===== src/rtl/vector_floating_point_element_sequencer.sv =====
// Vector FP element sequencer: walks one instruction over a register group in
// 64-bit chunks through a read / execute / write pipeline with tail byte masks.
package vector_fp_pkg;
    localparam logic [1:0] BIT_MODE_32 = 2'd1;
    localparam logic [1:0] BIT_MODE_64 = 2'd2;

    localparam logic [1:0] SGNJ_VS1 = 2'd0;
    localparam logic [1:0] SGNJ_NEG = 2'd1;
    localparam logic [1:0] SGNJ_XOR = 2'd2;

    typedef struct packed {
        logic [1:0] bit_mode;
        logic [1:0] sign_injection_mode;
    } execution_vector_t;
endpackage

module vector_floating_point_element_sequencer
    import vector_fp_pkg::*;
#(
    parameter int VLEN = 512,
    localparam int CHUNKS = VLEN / 64,
    localparam int IDX_W = (CHUNKS > 1) ? $clog2(CHUNKS) : 1,
    localparam int VL_W = $clog2(VLEN / 32) + 1
) (
    input  logic              clock,
    input  logic              reset,
    input  logic              request_valid,
    output logic              request_ready,
    input  execution_vector_t request_execution_vector,
    input  logic [VL_W-1:0]   request_vl,
    input  logic [4:0]        request_vs2_register,
    input  logic [4:0]        request_vs1_register,
    input  logic [4:0]        request_vd_register,
    output logic              read_enable,
    output logic [4:0]        read_vs2_register,
    output logic [4:0]        read_vs1_register,
    output logic [IDX_W-1:0]  read_index,
    input  logic [63:0]       read_vs2_data,
    input  logic [63:0]       read_vs1_data,
    output execution_vector_t fu_execution_vector,
    output logic [63:0]       fu_vs2,
    output logic [63:0]       fu_vs1,
    input  logic [63:0]       fu_vd,
    output logic              write_enable,
    output logic [4:0]        write_register,
    output logic [IDX_W-1:0]  write_index,
    output logic [63:0]       write_data,
    output logic [7:0]        write_byte_enable,
    output logic              done,
    output logic              error
);

    typedef enum logic [1:0] {IDLE, ISSUE, DRAIN} state_t;

    state_t            state, state_next;
    execution_vector_t ctrl_q;
    logic [4:0]        vs2_q, vs1_q, vd_q;
    logic [IDX_W-1:0]  last_idx_q, rd_idx_q, ex_idx_q, wr_idx_q;
    logic              half_tail_q, ex_valid_q, ex_last_q, wr_valid_q, wr_last_q;
    logic [63:0]       op_vs2_q, op_vs1_q, wr_data_q;
    logic [7:0]        wr_mask_q;
    logic              done_q, error_q;

    logic              is32, mode_ok, accept, start;
    logic [VL_W-1:0]   vl_max, vl_clamp, chunks_n;

    // In 32-bit mode two elements share a chunk, so the count rounds up.
    always_comb begin
        is32     = (request_execution_vector.bit_mode == BIT_MODE_32);
        mode_ok  = is32 || (request_execution_vector.bit_mode == BIT_MODE_64);
        vl_max   = is32 ? VL_W'(2 * CHUNKS) : VL_W'(CHUNKS);
        vl_clamp = (request_vl > vl_max) ? vl_max : request_vl;
        chunks_n = is32 ? ((vl_clamp >> 1) + {{(VL_W-1){1'b0}}, vl_clamp[0]}) : vl_clamp;
        accept   = request_valid && (state == IDLE);
        start    = accept && mode_ok && (chunks_n != '0);
    end

    always_comb begin
        state_next    = state;
        request_ready = 1'b0;
        read_enable   = 1'b0;
        case (state)
            IDLE: begin
                request_ready = 1'b1;
                if (start) state_next = ISSUE;
            end
            ISSUE: begin
                read_enable = 1'b1;
                if (rd_idx_q == last_idx_q) state_next = DRAIN;
            end
            DRAIN: begin
                if (wr_valid_q && wr_last_q) state_next = IDLE;
            end
            default: state_next = IDLE;
        endcase
    end

    always_ff @(posedge clock) begin
        if (reset) begin
            state       <= IDLE;
            ctrl_q      <= '0;
            vs2_q       <= '0;
            vs1_q       <= '0;
            vd_q        <= '0;
            last_idx_q  <= '0;
            half_tail_q <= 1'b0;
            rd_idx_q    <= '0;
            ex_valid_q  <= 1'b0;
            ex_idx_q    <= '0;
            ex_last_q   <= 1'b0;
            op_vs2_q    <= '0;
            op_vs1_q    <= '0;
            wr_valid_q  <= 1'b0;
            wr_idx_q    <= '0;
            wr_data_q   <= '0;
            wr_mask_q   <= '0;
            wr_last_q   <= 1'b0;
            done_q      <= 1'b0;
            error_q     <= 1'b0;
        end else begin
            state   <= state_next;
            // Empty or illegal requests finish immediately without touching the register file.
            done_q  <= accept && !start;
            error_q <= accept && !mode_ok;
            if (accept) begin
                ctrl_q      <= request_execution_vector;
                vs2_q       <= request_vs2_register;
                vs1_q       <= request_vs1_register;
                vd_q        <= request_vd_register;
                last_idx_q  <= IDX_W'(chunks_n - VL_W'(1));
                half_tail_q <= is32 && vl_clamp[0];
                rd_idx_q    <= '0;
            end else if (state == ISSUE) begin
                rd_idx_q <= rd_idx_q + IDX_W'(1);
            end

            ex_valid_q <= read_enable;
            ex_idx_q   <= rd_idx_q;
            ex_last_q  <= (rd_idx_q == last_idx_q);

            wr_valid_q <= ex_valid_q;
            if (ex_valid_q) begin
                op_vs2_q  <= read_vs2_data;
                op_vs1_q  <= read_vs1_data;
                wr_idx_q  <= ex_idx_q;
                wr_data_q <= fu_vd;
                wr_last_q <= ex_last_q;
                wr_mask_q <= (ex_last_q && half_tail_q) ? 8'h0F : 8'hFF;
            end
        end
    end

    assign read_vs2_register   = vs2_q;
    assign read_vs1_register   = vs1_q;
    assign read_index          = rd_idx_q;
    assign fu_execution_vector = ctrl_q;
    assign fu_vs2              = ex_valid_q ? read_vs2_data : op_vs2_q;
    assign fu_vs1              = ex_valid_q ? read_vs1_data : op_vs1_q;
    assign write_enable        = wr_valid_q;
    assign write_register      = vd_q;
    assign write_index         = wr_idx_q;
    assign write_data          = wr_data_q;
    assign write_byte_enable   = wr_mask_q;
    assign done                = done_q || (wr_valid_q && wr_last_q);
    assign error               = error_q;

endmodule

===== config.mk =====
export PLATFORM = sky130hd
export DESIGN_NAME = vector_floating_point_element_sequencer
export DESIGN_NICKNAME = d
export VERILOG_FILES = /design/src/rtl/vector_floating_point_element_sequencer.sv
export SDC_FILE = /design/constraint.sdc
export NUM_CORES = 1
export LEC_CHECK = 0
export ABC_AREA = 1
export CAP_MARGIN = 20
export CELL_PAD_IN_SITES_DETAIL_PLACEMENT = 1
export CELL_PAD_IN_SITES_GLOBAL_PLACEMENT = 1
export CORE_ASPECT_RATIO = 0.75
export CORE_MARGIN = 1
export CORE_UTILIZATION = 25
export DETAILED_ROUTE_END_ITERATION = 16
export PLACE_DENSITY_LB_ADDON = 0.1
export REMOVE_ABC_BUFFERS = 1
export SYNTH_ARGS = -nofsm -noshare
export SYNTH_HDL_FRONTEND = slang
export SYNTH_SLANG_ARGS = --single-unit

===== constraint.sdc =====
create_clock -name clock -period 3 [get_ports clock]
set_input_delay 0.6 -clock clock [delete_from_list [all_inputs] [get_ports clock]]
set_output_delay 0.6 -clock clock [all_outputs]
set_load 0.03 [all_outputs]

# Word-level counts from Yosys, hierarchy flattened
# Index checks and enable logic that the tools add are counted.
# totals
output_inout_bits,230
ff_bits,240
in_bits,219
elab_cells,61
# classes
add_sub_neg,3
reduce_logical,16
n_mux,12
magnitude_cmp,1
eq_ne,8
# op_table
op,n
2-to-1 mux 64 bit,2
2-to-1 mux 5 bit,3
logical AND 1 bit,8
2-to-1 mux 8 bit,1
2-to-1 mux 2 bit,3
inequality test 2 bit (second input constant),3
one-hot mux 2 bit (3 select lines),1
adder 4 x 1 -> 5 bit,1
> comparator 5 bit,1
nonzero test 5 bit,1
== test 2 x 1 -> 1 bit (second input constant),2
== test 2 bit (second input constant),2
adder 3 x 1 -> 3 bit (second input constant),1
== test 3 bit,1
AND reduction 3 bit,1
subtractor 3 x 1 -> 3 bit (second input constant),1
logical NOT 1 bit,2
logical NOT 2 bit,1
logical OR 1 bit,2
2-to-1 mux 1 bit,2
OR reduction 2 bit,1

# Longest topological paths before layout
# Gate-level depths: netlist of the first run.
# depth
word_depth,10
mapped_depth,20
depth_no_buf,20

# Worst setup path after synthesis of the first run
# No wires, ideal clock.
# synth_path
kind,input to register
start,in request_execution_vector[3] (netlist name)
end,reg state[0]
path_slack_ns,0.025
required_time_ns,2.868
path_buffers,0
arrival_time_ns,2.843
path_stages,16
setup_ns,0.132
cell_sequence,inv_1 ha_1 inv_1 ha_1 inv_2 o21bai_4 nand2_4 nand2_1 inv_1 ha_1 ha_1 o21ai_0 ha_1 nand3_2 o21bai_2 a21oi_1
# synth_between
elab_chain_cells,10
elab_cells_between_ends,13
classes_between,1 x add/sub; 1 x order compare; 3 x eq/ne; 3 x mux; 5 x reduce/logical
# synth_lines
element,line,text
"start, declared",29,"input execution_vector_t request_execution_vector,"
== test 2 x 1 -> 1 bit,69,is32 = (request_execution_vector.bit_mode == BIT_MODE_32);
2-to-1 mux 5 bit,71,vl_max = is32 ? VL_W'(2 * CHUNKS) : VL_W'(CHUNKS);
> comparator 5 bit,72,vl_clamp = (request_vl > vl_max) ? vl_max : request_vl;
2-to-1 mux 5 bit,72,
adder 4 x 1 -> 5 bit,73,"chunks_n = is32 ? ((vl_clamp >> 1) + {{(VL_W-1){1'b0}}, vl_clamp[0]}) : vl_clamp;"
2-to-1 mux 5 bit,73,
nonzero test 5 bit,75,start = accept && mode_ok && (chunks_n != '0);
logical AND 1 bit *,75,
inequality test 2 bit (no source line) *,n/a,
AND reduction 3 bit (no source line) *,n/a,
"end signal, assigned",121,state <= state_next;
"end, declared",55,"state_t state, state_next;"
# Every way passes the cells marked *; elsewhere a longest branch is shown, timed or not.
# A chain may end at the register's enable or synchronous reset.

# Final worst setup path of the first run
# layout_path
start,reg ex_valid_q
end,out fu_vs2[25]
# layout_between
elab_chain_cells,1
# layout_lines
element,line,text
"start, declared",59,"logic half_tail_q, ex_valid_q, ex_last_q, wr_valid_q, wr_last_q;"
"start signal, assigned",137,ex_valid_q <= read_enable;
2-to-1 mux 64 bit,n/a,
"end, declared",41,"output logic [63:0] fu_vs2,"
# Every way passes these cells.

==> results of run 1 <==
[kinds of logic after synthesis]
kind of cell | Yosys count | share of synthesized area
xor+xnor | 3 | 0.00297
fa+ha+maj | 8 | 0.0113
buf+inv | 101 | 0.0493
flops | 234 | 0.529
compound gates | 214 | 0.125
simple gates | 636 | 0.282
[cell type report]
| cell class | count | share of cell area |
|---|---|---|
| clock buffer | 43 | 0.0547 |
| multi-input combinational | 861 | 0.251 |
| timing repair buffer | 477 | 0.332 |
| tap | 457 | 0.0383 |
| inverter | 22 | 0.00587 |
| antenna | 4 | 0.000671 |
| clock inverter | 5 | 0.00352 |
| sequential | 234 | 0.314 |
[registers in the layout, summed over array words and instances (netlist names)]
| signal | flops |
|---|---|
| half_tail_q | 1 |
| fu_execution_vector | 4 |
| ex_valid_q | 1 |
| read_vs1_register | 5 |
| ex_last_q | 1 |
| last_idx_q | 3 |
| ex_idx_q | 3 |
| read_vs2_register | 5 |
| write_index | 3 |
| write_byte_enable | 2 |
| done_q | 1 |
| write_register | 5 |
| op_vs2_q | 64 |
| wr_last_q | 1 |
| op_vs1_q | 64 |
| error | 1 |
| write_data | 64 |
| write_enable | 1 |
| state | 2 |
| read_index | 3 |
[cell usage after synthesis (all sizes together)]
library cell	count
a21o	1
a21oi	133
a31oi	1
buf	36
clkbuf	43
dfxtp	234
ha	8
inv	22
nand2	451
nand3	32
nand4	1
nor2	152
o21ai	75
o21bai	2
o31ai	2
xnor2	3
[metrics by stage]
step	power (uW)	utilization	instances	TNS, ns
after floorplan	4150	-	1117	-1119.52
after global placement	5040	0.398	2050	-1.07
after detailed placement	5060	0.398	2050	-1.41
after CTS	8380	0.423	2098	0
after global routing	8630	0.429	2100	-0.0155
final	8240	0.429	2103	0
[where the power goes]
part	leakage [uW]	internal (uW)	total, uW	switching, uW
Clock	0.000426	1930	3260	1330
Sequential	0.00190	3260	3320	63.9
Combinational	0.00503	732	1660	925
[layer usage]
metal	GRT usage	wire length (um)
met5	0	13
met4	0.0379	660
met3	0.0654	2900
met2	0.321	17100
met1	0.223	14900
[worst paths after layout]
check	depth (start not counted)	slack, ns	to
worst min-delay path	2	0.43	ex_idx_q[1]
worst max register to register	6	1.42	half_tail_q
worst min register to register	1	0.45	write_byte_enable[6]
worst max-delay path	5	0.12	fu_vs2[25]
[repair_timing]
action                                  in CTS  in global routing
gates resized for setup                      4                 63
cloned                                       0                  1
pin swaps                                    0                  0
endpoints found under the setup margin      10                 61
hold buffers                                 0                  0
==> impl_metrics.env, run 1 <==
export IMPL_status="finished, final reports clean"
export IMPL_cp_slowest_cell="clkdlybuf4s50_1"
export IMPL_synthTopCellsByArea="dfxtp_1 (53%), nand2_1 (19%), a21oi_1 (7.5%), nor2_1 (6.4%), o21ai_0 (4.2%)"
export IMPL_rows=59
export IMPL_skew_ns=0.00930
export IMPL_syn_avg_cell_area_um2=7.40
export IMPL_avgRoutedWirePerCell_um=16.9
export IMPL_period_needed_ns=2.88
export IMPL_grt_max_degree=126
export IMPL_crit_chain="inv_6 -> buf_12 -> nand2_1 -> nand2_1 -> clkdlybuf4s50_1"
export IMPL_multiInputGateArea_um2=3740
export IMPL_route_detailed_drc=0
export IMPL_postCtsSetupBuffers=0
export IMPL_finalHoldViolCount=0
export IMPL_dieWidth_um=219
export IMPL_yosysTopAreaCell="dfxtp_1"
export IMPL_synth_top_area_share=0.529
export IMPL_hp_class="input pin to flop"
export IMPL_portBuffers=448
export IMPL_postLayoutSetupSlackWorst_ns=0.122
export IMPL_ys_types=25
export IMPL_drive_gt1_frac=0.0560
export IMPL_syn_area_um2=8850
export IMPL_first_iter_violations=327
export IMPL_worstSetupStartpoint="ex_valid_q"
export IMPL_num_io_pins=449
export IMPL_layout_common_cells="nand2_1 (446), clkdlybuf4s50_1 (388), dfxtp_1 (233), nor2_1 (150), a21oi_1 (133)"
export IMPL_cts_tree="yes"
export IMPL_grt_overflow=0
export IMPL_viasPerCell=4.38
export IMPL_setup_viol=0
export IMPL_stdcell_area_um2=14900
export IMPL_num_vias=9212
export IMPL_grt_pass1_vias=9234
export IMPL_rsz0062_at_grt="yes"
export IMPL_numClockSinks=234
export IMPL_dp_hpwl_um=25200
export IMPL_start_util=0.254
export IMPL_cp_end_kind="primary output"
export IMPL_area_growth_pct=68.5
export IMPL_crit_type="flop to primary output"
export IMPL_fp_dieArea_um2=36200
export IMPL_timing_hold_ws_ns=0.426
export IMPL_layout_commonest_cell="nand2_1"
export IMPL_r2r_start="state[1]"
export IMPL_cp_top_family="buffers and inverters"
export IMPL_wl_um=35600
export IMPL_antenna_found_initial=3
export IMPL_arrival_ns=2.28
export IMPL_pre_cts_slack_ns=-0.439
export IMPL_powerDensity_nw_per_um2=553
export IMPL_yosysSeqAreaShare=0.529
export IMPL_synth_seq_cells=234
export IMPL_worst_skew_pair_late_latency_ns=0.54
export IMPL_path_clk_slew_ns=0.06
export IMPL_cts_root_buf="clkbuf_16"
export IMPL_grt_pass1_wl_um=52800
export IMPL_worst_path_buf_inv=3
export IMPL_peakVddDrop_mv=0.299
export IMPL_yosysWarningCount=0
export IMPL_drtPass1Iterations=4
export IMPL_required_ns=2.40
export IMPL_place_area_um2=13800
export IMPL_die_y_um=165
export IMPL_cap_viol_max_count=0
export IMPL_max_slew_margin_rel=0.581
export IMPL_cts_max_level=1
export IMPL_cts_buffers=27
export IMPL_leakage_uw=0.00735
export IMPL_worst_setup_path_start_kind="flop"
export IMPL_cts_buffer_depth=3
export IMPL_path_common_cell="nand2_1"
export IMPL_groute_usage_overall=0.186
export IMPL_max_freq_ghz=0.347
export IMPL_nets=1850
export IMPL_fp_coreArea_um2=34800
export IMPL_ant_nets=0
export IMPL_synthCells=1196
export IMPL_critPathMaxStageDelay_ns=0.69
export IMPL_register_area_um2=4690
export IMPL_drv_slew=0
export IMPL_cp_max_fo=44
export IMPL_gp_congestion=0.775
export IMPL_worstHoldStart="reset"
export IMPL_finalCritPeriodShare=0.959
export IMPL_worstMarginPinSlew_ns=0.629
export IMPL_nFillCells=4145
Power figures use the tool's default switching activity.
==> run 2: changes to the inputs <==
--- a/config.mk
+++ b/config.mk
@@ -7,3 +7,3 @@
 export LEC_CHECK = 0
-export ABC_AREA = 1
+export ABC_AREA = 0
 export CAP_MARGIN = 20
@@ -13,3 +13,3 @@
 export CORE_MARGIN = 1
-export CORE_UTILIZATION = 25
+export CORE_UTILIZATION = 27
 export DETAILED_ROUTE_END_ITERATION = 16
--- a/constraint.sdc
+++ b/constraint.sdc
@@ -3,2 +3,2 @@
 set_output_delay 0.6 -clock clock [all_outputs]
-set_load 0.03 [all_outputs]
+set_load 0.02 [all_outputs]
==> impl_metrics.env, run 2 <==
export IMPL_grt_max_degree=62
export IMPL_synth_top_family_by_area="multiplexers"
export IMPL_drive_gt1_frac=0.166
export IMPL_antenna_found_initial=4
export IMPL_status="finished, final reports clean"
export IMPL_hp_class="input pin to flop"
export IMPL_cts_max_level=1
export IMPL_rows=57
export IMPL_syn_area_um2=9020
export IMPL_crit_type="flop to primary output"
export IMPL_numClockSinks=234
export IMPL_synthCells=838
export IMPL_powerDensity_nw_per_um2=560
export IMPL_fin_tns_setup_ns=0
export IMPL_ant_nets=0
export IMPL_syn_avg_cell_area_um2=10.8
export IMPL_cap_viol_max_count=0
export IMPL_route_detailed_drc=0
export IMPL_gp_congestion=0.785
export IMPL_cts_root_buf="clkbuf_16"
export IMPL_cp_slowest_cell="clkdlybuf4s50_1"
export IMPL_num_io_pins=449
export IMPL_layout_commonest_cell="clkdlybuf4s50_1"
export IMPL_max_freq_ghz=0.344
export IMPL_multiInputGateArea_um2=4080
export IMPL_synth_main_ff_cell="dfxtp_1"
export IMPL_stdcell_area_um2=15000
export IMPL_cts_tree="yes"
export IMPL_ys_types=36
export IMPL_worst_skew_pair_late_latency_ns=0.54
export IMPL_register_area_um2=4690
export IMPL_synth_seq_cells=234
export IMPL_die_y_um=160
export IMPL_fp_dieArea_um2=34100
export IMPL_crit_chain="buf_6 -> mux2_2 -> clkdlybuf4s50_1"
export IMPL_yosysWarningCount=0
export IMPL_peakVddDrop_mv=0.408
export IMPL_dp_hpwl_um=24200
export IMPL_max_slew_margin_rel=0.556
export IMPL_yosysMostFrequentCell="dfxtp_1"
export IMPL_synthTopCellsByArea="dfxtp_1 (52%), mux2_2 (16%), nor2b_1 (9.2%), mux2i_1 (7.9%), nor2_1 (3.4%)"
export IMPL_grt_pass1_vias=8070
export IMPL_grt_pass1_wl_um=48100
export IMPL_start_util=0.277
export IMPL_cp_end_kind="primary output"
export IMPL_critPathMaxStageDelay_ns=0.59
export IMPL_dieWidth_um=213
export IMPL_portBuffers=448
export IMPL_nets=1517
export IMPL_cp_max_fo=29
export IMPL_synth_top_area_share=0.519
export IMPL_worst_setup_path_start_kind="flop"
export IMPL_arrival_ns=2.31
export IMPL_path_clk_slew_ns=0.06
export IMPL_skew_ns=0.0162
export IMPL_fp_coreArea_um2=32600
export IMPL_nFillCells=3553
export IMPL_yosysTopAreaCell="dfxtp_1"
export IMPL_layout_common_cells="clkdlybuf4s50_1 (447), dfxtp_1 (233), nor2b_1 (133), mux2_2 (128), nor2_1 (80)"
export IMPL_wl_um=32500
export IMPL_yosysSeqAreaShare=0.519
export IMPL_synth_adder_area_share=0.0111
export IMPL_dpl_cell_count=1701
export IMPL_leakage_uw=0.00570
export IMPL_synth_xor_area_share=0.00486
export IMPL_synth_area_mux_share=0.240
export IMPL_synthArstFlopShare=0
export IMPL_cts_buffers=27
export IMPL_worstMarginPinSlew_ns=0.665
export IMPL_fin_cells=1752
export IMPL_period_needed_ns=2.91
export IMPL_grt_overflow=0
export IMPL_synth_top_cells_by_count="dfxtp_1 (234), nor2b_1 (133), mux2_2 (128), nor2_1 (81), mux2i_1 (71)"
export IMPL_num_vias=7585
export IMPL_synth_edf_count=0
export IMPL_groute_usage_overall=0.184
export IMPL_cts_buffer_depth=3
export IMPL_setup_viol=0
export IMPL_hold_buffers=0
export IMPL_synth_compound_area_frac=0.0269
export IMPL_viasPerCell=4.33
export IMPL_finalHoldViolCount=0
export IMPL_area_growth_pct=66.5
export IMPL_first_iter_violations=188
export IMPL_required_ns=2.40
export IMPL_drtPass1Iterations=4
export IMPL_finalCritPeriodShare=0.970
export IMPL_place_area_um2=14100
export IMPL_drv_slew=0
export IMPL_yosys_area_share_simple=0.164
export IMPL_avgRoutedWirePerCell_um=18.6
run 2: changes by cell type after synthesis, moves of 71 or more:
| cell | previous run | this run |
|---|---|---|
| nand2_1 | 446 | 47 |
| o21ai_0 | 74 | 1 |
| mux2_2 | 0 | 128 |
| mux2i_1 | 0 | 71 |
| nor2b_1 | 0 | 133 |
| a21oi_1 | 133 | 25 |
run 2: final timing paths:
check	cells after the start	slack, ns	from	to
worst max register to register	5	1.30	state[1]	write_register[0]
worst min-delay path	2	0.42	reset	write_data[21]
worst max-delay path	3	0.09	ex_valid_q	fu_vs1[51]
worst min register to register	2	0.46	write_register[2]	write_register[2]
run 2: logic make-up after synthesis:
family | Yosys count
buffers and inverters | 66
and+or+nand+nor | 285
muxes | 200
AOI/OAI and AO/OA | 40
adders and majority gates | 8
xor gates and xnor gates | 5
DFF | 234
run 2: layout make-up:
cell class,count,share of cell area
Timing Repair Buffer,483,0.320
Sequential cell,234,0.312
Multi-Input combinational cell,538,0.272
Clock buffer,41,0.0532
Tap cell,442,0.0368
Clock inverter,6,0.00392
Inverter,6,0.00150
Antenna cell,2,0.000333
run 2: layer usage:
| metal | wire length (um) | part of all wire | global-route usage |
|---|---|---|---|
| met1 | 12600 | 0.39 | 0.207 |
| met2 | 15300 | 0.47 | 0.309 |
| met3 | 3920 | 0.12 | 0.0912 |
| met4 | 654 | 0.020 | 0.0455 |
| met5 | 27 | 0.00083 | 0 |
run 2: what timing repair did:
item | 4_1_cts | 5_1_grt
setup buffers | 0 | 2
pin swaps | 0 | 4
endpoints found under the hold margin | 0 | 0
setup endpoints to repair | 15 | 6
resized for setup | 1 | 13
run 2: critical path: cells and delay by family, from the launching register on:
| family | cells | cell delay (ns) |
|---|---|---|
| buffers and inverters | 2 | 0.93 |
| multiplexers | 1 | 0.40 |
| flip-flops | 1 | 0.44 |
run 2: power breakdown:
| part | internal [uW] | leakage [uW] | switching [uW] |
|---|---|---|---|
| logic | 991 | 0.00338 | 852 |
| registers | 3270 | 0.00190 | 71.8 |
| clock network | 1900 | 0.000425 | 1310 |
run 2: metrics by stage:
| stage | worst slack, ns | hold slack [ns] | power, uW | util |
|---|---|---|---|---|
| 2_1_floorplan | -3.78 | 0.426 | 4310 | - |
| 3_5_place_dp | -0.498 | 0.450 | 5260 | 0.432 |
| 5_1_grt | -0.00173 | 0.415 | 8810 | 0.461 |
| 6_report | 0.0897 | 0.418 | 8410 | 0.461 |
| 3_3_place_gp | -0.412 | 0.441 | 5240 | 0.432 |
| 4_1_cts | 0.0269 | 0.407 | 8550 | 0.458 |
